File: config.mk
export PLATFORM = sky130hd
export DESIGN_NAME = lsu_mem_initiator
export DESIGN_NICKNAME = d
export VERILOG_FILES = /design/src/rtl/lsu_pkg.sv /design/src/rtl/lsu_align.sv /design/src/rtl/lsu_mem_initiator.sv
export SDC_FILE = /design/constraint.sdc
export NUM_CORES = 1
export LEC_CHECK = 0
export ABC_AREA = 1
export ABC_CLOCK_PERIOD_IN_PS = 4350
export CORE_MARGIN = 1
export CORE_UTILIZATION = 44
export CTS_CLUSTER_SIZE = 8
export DETAILED_ROUTE_END_ITERATION = 8
export PLACE_DENSITY = 0.76
export SLEW_MARGIN = 20
export SYNTH_ARGS = -nofsm -noshare
export SYNTH_HDL_FRONTEND = slang
export SYNTH_SLANG_ARGS = --single-unit
File: constraint.sdc
create_clock -name clk -period 4.35 [get_ports clk]
set_input_delay 0.435 -clock clk [delete_from_list [all_inputs] [get_ports clk]]
set_output_delay 0.435 -clock clk [all_outputs]
set_load 0.05 [all_outputs]
File: src/rtl/lsu_pkg.sv
// ============================================================================
//  Module   : lsu_pkg
//  Summary  : Shared types, access-size codes and the alignment check for the LSU.
//  Revision : 1.0
// ============================================================================
`default_nettype none

package lsu_pkg;

    typedef enum logic [1:0] {
        S_IDLE = 2'd0,
        S_REQ  = 2'd1,
        S_WAIT = 2'd2,
        S_RESP = 2'd3
    } lsu_state_e;

    localparam logic [1:0] SIZE_B = 2'd0;
    localparam logic [1:0] SIZE_H = 2'd1;
    localparam logic [1:0] SIZE_W = 2'd2;
    localparam logic [1:0] SIZE_X = 2'd3;

    // True when the access can never reach memory: illegal size or misaligned.
    function automatic logic req_is_bad(input logic [1:0] size, input logic [1:0] off);
        return (size == SIZE_X) ||
               ((size == SIZE_H) && off[0]) ||
               ((size == SIZE_W) && (off != 2'b00));
    endfunction

endpackage

`default_nettype wire

File: src/rtl/lsu_align.sv
// ============================================================================
//  Module   : lsu_align
//  Summary  : Store byte-lane mask/replication and load shift/extension.
//  Revision : 1.0
// ============================================================================
`default_nettype none

module lsu_align
    import lsu_pkg::*;
(
    input  logic [1:0]  size_i,
    input  logic [1:0]  off_i,
    input  logic        unsigned_i,
    input  logic [31:0] wdata_i,
    input  logic [31:0] rdata_i,
    output logic [3:0]  wmask_o,
    output logic [31:0] wdata_o,
    output logic [31:0] rdata_o
);

    logic [31:0] shifted;
    logic        sign_b;
    logic        sign_h;

    assign shifted = rdata_i >> {off_i, 3'b000};
    assign sign_b  = ~unsigned_i & shifted[7];
    assign sign_h  = ~unsigned_i & shifted[15];

    always_comb begin
        wmask_o = 4'b1111;
        wdata_o = wdata_i;
        rdata_o = rdata_i;
        case (size_i)
            SIZE_B: begin
                wmask_o = 4'b0001 << off_i;
                wdata_o = {4{wdata_i[7:0]}};
                rdata_o = {{24{sign_b}}, shifted[7:0]};
            end
            SIZE_H: begin
                wmask_o = 4'b0011 << off_i;
                wdata_o = {2{wdata_i[15:0]}};
                rdata_o = {{16{sign_h}}, shifted[15:0]};
            end
            default: begin
                wmask_o = 4'b1111;
                wdata_o = wdata_i;
                rdata_o = rdata_i;
            end
        endcase
    end

endmodule

`default_nettype wire

File: src/rtl/lsu_mem_initiator.sv
// ============================================================================
//  Module   : lsu_mem_initiator
//  Summary  : Single-outstanding load/store initiator toward a word-addressed data memory.
//  Revision : 1.0
// ============================================================================
`default_nettype none

module lsu_mem_initiator
    import lsu_pkg::*;
#(
    parameter int ADDR_W  = 32,
    parameter int TIMEOUT = 255
) (
    input  logic              clk,
    input  logic              rst,
    input  logic              req_valid,
    output logic              req_ready,
    input  logic              req_wen,
    input  logic [1:0]        req_size,
    input  logic              req_unsigned,
    input  logic [ADDR_W-1:0] req_addr,
    input  logic [31:0]       req_wdata,
    output logic              rsp_valid,
    input  logic              rsp_ready,
    output logic [31:0]       rsp_rdata,
    output logic              rsp_err,
    output logic              mem_req_valid,
    input  logic              mem_req_ready,
    output logic              mem_wen,
    output logic [ADDR_W-1:0] mem_addr,
    output logic [31:0]       mem_wdata,
    output logic [3:0]        mem_wmask,
    input  logic              mem_rsp_valid,
    input  logic [31:0]       mem_rdata
);

    localparam int CNT_W = $clog2(TIMEOUT + 1);
    localparam logic [CNT_W-1:0] CNT_LAST = CNT_W'(TIMEOUT - 1);

    lsu_state_e        state_q;
    logic [CNT_W-1:0]  cnt_q;
    logic              wen_q;
    logic [1:0]        size_q;
    logic              unsigned_q;
    logic [ADDR_W-1:0] addr_q;
    logic [31:0]       wdata_q;
    logic [31:0]       rdata_q;
    logic              err_q;
    logic              req_ready_q;
    logic              mem_req_valid_q;
    logic              rsp_valid_q;

    logic [3:0]        w_mask;
    logic [31:0]       w_wdata;
    logic [31:0]       w_load;

    lsu_align u_align (
        .size_i     (size_q),
        .off_i      (addr_q[1:0]),
        .unsigned_i (unsigned_q),
        .wdata_i    (wdata_q),
        .rdata_i    (mem_rdata),
        .wmask_o    (w_mask),
        .wdata_o    (w_wdata),
        .rdata_o    (w_load)
    );

    always_ff @(posedge clk or posedge rst) begin
        if (rst) begin
            state_q         <= S_IDLE;
            cnt_q           <= '0;
            wen_q           <= 1'b0;
            size_q          <= 2'b00;
            unsigned_q      <= 1'b0;
            addr_q          <= '0;
            wdata_q         <= 32'h0;
            rdata_q         <= 32'h0;
            err_q           <= 1'b0;
            req_ready_q     <= 1'b1;
            mem_req_valid_q <= 1'b0;
            rsp_valid_q     <= 1'b0;
        end else begin
            unique case (state_q)
                S_IDLE: begin
                    if (req_valid) begin
                        wen_q       <= req_wen;
                        size_q      <= req_size;
                        unsigned_q  <= req_unsigned;
                        addr_q      <= req_addr;
                        wdata_q     <= req_wdata;
                        cnt_q       <= '0;
                        req_ready_q <= 1'b0;
                        // Bad requests skip memory entirely and report an error.
                        if (req_is_bad(req_size, req_addr[1:0])) begin
                            rdata_q     <= 32'h0;
                            err_q       <= 1'b1;
                            rsp_valid_q <= 1'b1;
                            state_q     <= S_RESP;
                        end else begin
                            mem_req_valid_q <= 1'b1;
                            state_q         <= S_REQ;
                        end
                    end
                end
                S_REQ: begin
                    if (mem_req_ready) begin
                        mem_req_valid_q <= 1'b0;
                        cnt_q           <= '0;
                        state_q         <= S_WAIT;
                    end
                end
                S_WAIT: begin
                    cnt_q <= cnt_q + CNT_W'(1);
                    // A response in the expiry cycle takes priority over the timeout.
                    if (mem_rsp_valid) begin
                        rdata_q     <= wen_q ? 32'h0 : w_load;
                        err_q       <= 1'b0;
                        rsp_valid_q <= 1'b1;
                        state_q     <= S_RESP;
                    end else if (cnt_q == CNT_LAST) begin
                        rdata_q     <= 32'h0;
                        err_q       <= 1'b1;
                        rsp_valid_q <= 1'b1;
                        state_q     <= S_RESP;
                    end
                end
                S_RESP: begin
                    if (rsp_ready) begin
                        rsp_valid_q <= 1'b0;
                        req_ready_q <= 1'b1;
                        state_q     <= S_IDLE;
                    end
                end
                default: begin
                    state_q <= S_IDLE;
                end
            endcase
        end
    end

    assign req_ready     = req_ready_q;
    assign rsp_valid     = rsp_valid_q;
    assign rsp_rdata     = rdata_q;
    assign rsp_err       = err_q;
    assign mem_req_valid = mem_req_valid_q;
    assign mem_wen       = wen_q;
    assign mem_addr      = {addr_q[ADDR_W-1:2], 2'b00};
    assign mem_wdata     = w_wdata;
    assign mem_wmask     = wen_q ? w_mask : 4'b0000;

endmodule

`default_nettype wire

# Word-level counts from Yosys, hierarchy flattened
# Index checks and enable logic that the tools add are counted.
# op_classes
addsub	1
eq_ne	14
shift	3
mux	35
bitwise_logic	3
reduce_logical	19
# op_table
operator	n
$pmux 32 s2	3
$mux 32	5
$shr 32x5->16	1
$pmux 8 s3	1
$mux 8	2
$mux 2	6
$reduce_and 4->1	3
$mux 1	11
$ne 2x2->1 const B	5
$add 8x1->8 const B	1
$eq 2x2->1 const B	4
$eq 8x8->1 const B	1
$pmux 2 s4	1
$pmux 4 s2	1
$reduce_bool 2->1	4
$eq 2x1->1 const B	3
$pmux 1 s2	3
$reduce_and 3->1	2
$reduce_bool 3->1	2
$reduce_and 5->1	1
$logic_not 2->1	2
$mux 4	1
$shl 1x2->4 const A	1
$shl 2x2->4 const A	1
other kinds (7)	10
# word_totals
ff_bits	114
input_bits	106
output_inout_bits	105
word_cells	87

# Longest topological paths before layout
# depth
depth_word	7
depth_mapped	11
mapped_depth_nobuf	10

# Cells and area by module
# From an unflattened synthesis, not the netlist that was laid out.
# hier_totals
hier_cells	921
area_unflattened_um2	6708.9
# by_module_without_submodules
mod	n_inst	cells_per_inst	area_per_inst_um2	seq_area_each_um2
lsu_mem_initiator	1	672	5432.7	2854.0
lsu_align	1	249	1276.2	0.0

# Worst setup path after synthesis
# Ideal clock, no wire load.
# synth_path
kind	reg2out
startpoint	reg size_q[1]
endpoint	out mem_wdata[8]
arrival_time_ps	1934
t_required_ps	3915
slack_ps	1981
stages_incl_launch_ff	5
path_buffers	0
cell_sequence	dfrtp_1 > inv_2 > nand2_1 > clkinv_1 > o21ai_0
# synth_via
elab_chain_len	2
elab_cells_between_ends	3
cone_classes	eq/ne: 1; mux: 1; reduce/logical: 1
# synth_rtl
element	line_no	rtl
from (decl)	lsu_mem_initiator.sv:43	logic [1:0] size_q;
from (signal assigned)	lsu_mem_initiator.sv:87	size_q <= req_size;
$eq 2x1->1 / $logic_not 2->1 (equally long branches)	lsu_align.sv:33	case (size_i)
$pmux 32 s2 *	lsu_align.sv:33	
to (decl)	lsu_mem_initiator.sv:31	output logic [31:0] mem_wdata,
# Every way passes the cells marked *; elsewhere a longest branch is shown, timed or not.

# Worst setup path in the final report
# Same ends and word-level chain as after synthesis.

==> results.md <==
* Clock transition at path regs at 0.05 ns
* RSZ-0062 raised after global routing: no
* Clock sink count at 114
* Total grt overflow at 0
* Finished Layout Cells at 1060
* Tot GR Track Use at 23.90%
* Post-Syn Area at 6033 sq um
* DRC at 0
* Switching share of total power at 49.61%
* Sequential fraction of the synthesis area at 47.30%
* Area Overhead vs Synth at 40.73%
* Cell area after layout at 8491 sq um
* CTS Buffer Depth at 2
* Tmin final at 3.542 ns
* Final WS setup at 0.8080 ns
* # diodes at 0
* Combinational power share at 58.5%
* Starting DRT DRC Count at 363
* Vias per cell at 5.025
* Initial antenna violation count at 0
* Post-Syn Area per Cell at 8.534 sq um
* Die X at 119.1 um
* Core Box Area at 13300 sq um
* Clk_skew at 0.004184 ns
* Final worst path period share at 81.43%
* Hold WC Path Type: register to register
* Largest net degree at the start of global routing at 77
* Critical path class: register to output pin
* Hold path start: req_ready$_DFFE_PP1P_
* Max-slew violations at 0
* Post-CTS Setup Repair Bufs at 0
* CP top delay family: buffers and inverters
* Worst Setup SP: size_q[1]$_DFFE_PP0P_
* Gr busiest metal: met2
* Unique masters post-synth at 32
* Slowest CP cell: clkdlybuf4s50_1
* Synth warn at 0
* Hold violation total from the final report at 0
* Top cell type's share of synthesized area at 46.87%
* Total CTS buffers at 17
* Pwr Density at 883.1 nW/um^2
* Layout cell share with drive strength beyond 1 at 12.90%
* TritonCTS clock tree: built
* Maximum vdd drop at 880.0 uV
* Data required, critical path at 3.91 ns
* Most common cell after layout, fill and taps aside: nand2_1
* # rows at 42
* Post-route ant nets at 0
* Worst reg2reg startpoint: state_q[0]$_DFFE_PP0P_
* Post-Place Cell Area at 7921 sq um
* Flop pwr share at 23.6%
* CP max stage delay at 0.84 ns
* Nature of the critical path endpoint: output pin
* Pint at 3778 uW
* Worst-margin pin slew at 0.9659 ns
* CP cell instances: buf_4, inv_2, nand2_1, clkinv_1, o21ai_0, clkdlybuf4s50_1
* First-pass GRT wire length at 26080 um
* Run status: complete, no violations
* Endpoints failing setup at 0
* Met2 Use GR at 38.99%
* Most frequent cells in the layout: nand2_1 (253), clkdlybuf4s50_1 (207), dfrtp_1 (113)
* Final WL at 16440 um
* Fin nets at 984
* Post_cts resized at 0
* Via count at 5327
* Switching Power at 3720 uW
* DR pass1 iterations at 5
* Met1 Track Usage GR at 29.89%
* Max Cap Viol at 0
* Cell count after placement at 1028
* Buf+Inv Stages, Crit Path at 4
* Final TNS setup at 0 ns
* Vias in the first global route at 5081
* # IOs at 211
* Clk network pwr share at 17.9%
* Area contributors post-synth: dfrtp_1 (47%), nand2_1 (16%), mux2_2 (11%)
* Synth area leader: dfrtp_1
* Die area at 14180 sq um
* #FFs+latches synth at 114
* Leakage at 0.003932 uW
* Die height at 119.1 um
* DP Worst Slack at 1.251 ns
* Worst-skew pair later-pin latency at 0.42 ns
* Placer Congestion at 0.9877
* Relative slew slack at 35.61%
* Port Buffers at 208
* Met3 usage at 5.891%
* H-tree depth at 4
* CP max FO at 17
* Hold Buf Count CTS at 0
* Post-synthesis cell count at 707
* WL/cell at 15.51 um
* Achievable frequency at 0.2823 GHz
* Clock root buffer: clkbuf_16
* Worst EP arrival at 3.11 ns
* Initial cell density of the core at 45.38%
* Post-detail-place hpwl at 11920 um
* Nature of the critical path startpoint: register
==> registers in the layout (all words and copies together) (netlist names) <==
register / flops
rsp_rdata: 32
cnt_q: 8
req_ready: 1
wdata_q: 32
rsp_err: 1
mem_req_valid: 1
size_q: 2
state_q: 2
addr_q: 32
rsp_valid: 1
mem_wen: 1
unsigned_q: 1
==> cell families (layout without fill, tap and decap cells) <==
logic type,count (synthesis),in the layout,share of synthesized area [%]
buf+inv,102,278,9.726
flops,114,114,47.30
other cells,1,2,0.06216
simple gates,357,357,24.47
mux,60,60,11.20
xor+xnor,1,1,0.1452
compound gates,65,65,5.641
fa+ha+maj,7,7,1.452
==> layout make-up <==
| type | count | area (sq um) |
|---|---|---|
| clock buffer | 18 | 429.2 |
| clock inverter | 14 | 140.1 |
| fill | 1143 | 4805 |
| inverter | 33 | 126.4 |
| multi-input combinational | 492 | 2604 |
| sequential | 114 | 2854 |
| tap | 176 | 220.2 |
| timing repair buffer | 213 | 2117 |
==> Yosys cell counts <==
library cell	number
dfstp_2	1
nand2_1	254
o21ai_0	35
a21oi_1	22
buf_6	4
nor2_2	2
xor2_1	1
clkbuf_1	8
nand3_1	42
nor2_4	3
buf_2	16
nand3_4	1
conb_1	1
nor2_8	1
o21a_1	1
ha_1	7
inv_1	30
nor3_1	1
inv_2	2
a31o_2	1
buf_4	41
nand4_1	3
nand3b_1	1
dfrtp_1	113
o21ai_1	3
nand2_2	3
o211ai_1	2
a32oi_1	1
nand3_2	1
clkinv_1	1
nor2_1	45
mux2_2	60
==> metrics by stage <==
step	hold slack (ns)	utilization, %	total power, uW
detailed placement	0.4643	59.58	6180
finish	0.4735	63.86	7498
CTS	0.4773	63.86	7547
floorplan	0.4530	-	5070
global route	0.4970	63.86	7889
global placement	0.4625	59.58	6138
==> routing by layer <==
metal,vias up,wire (um),share of wire (%)
met5,-,0,0
met4,0,427,2.6
met3,33,1112,6.8
met2,187,7948,48
met1,2544,6953,42
li1,2563,-,-
==> power by group through the flow <==
stage	sequential, uW	clock (uW)	combinational (uW)
after global placement	1770	0	4370
after global routing	1830	1410	4650
after floorplan	1910	0	3160
final	1770	1340	4390
after detailed placement	1780	0	4400
after CTS	1770	1370	4410
==> worst register-to-register path: stages, from the launching register on <==
cell     delay (ns)
dfrtp_1        0.39
inv_1          0.09
ha_1           0.31
nand2_1        0.18
o21a_1         0.19
nand3_4        0.46
nor2_8         0.45
nand2_1        0.15
nand2_1        0.08
==> path summary, 6_finish.rpt <==
path,end,slack [ns],cells past startpoint
min in group asynchronous,rsp_rdata[2]$_DFFE_PP0P_,0.54,2
setup / recovery,mem_wdata[8],0.81,6
setup reg to reg,rsp_rdata[15]$_DFFE_PP0P_,1.99,8
max in group asynchronous,req_ready$_DFFE_PP1P_,2.93,3
hold / removal,req_ready$_DFFE_PP1P_,0.47,2
hold reg to reg,req_ready$_DFFE_PP1P_,0.47,2
Note: power is estimated with default switching activity, not from simulation.
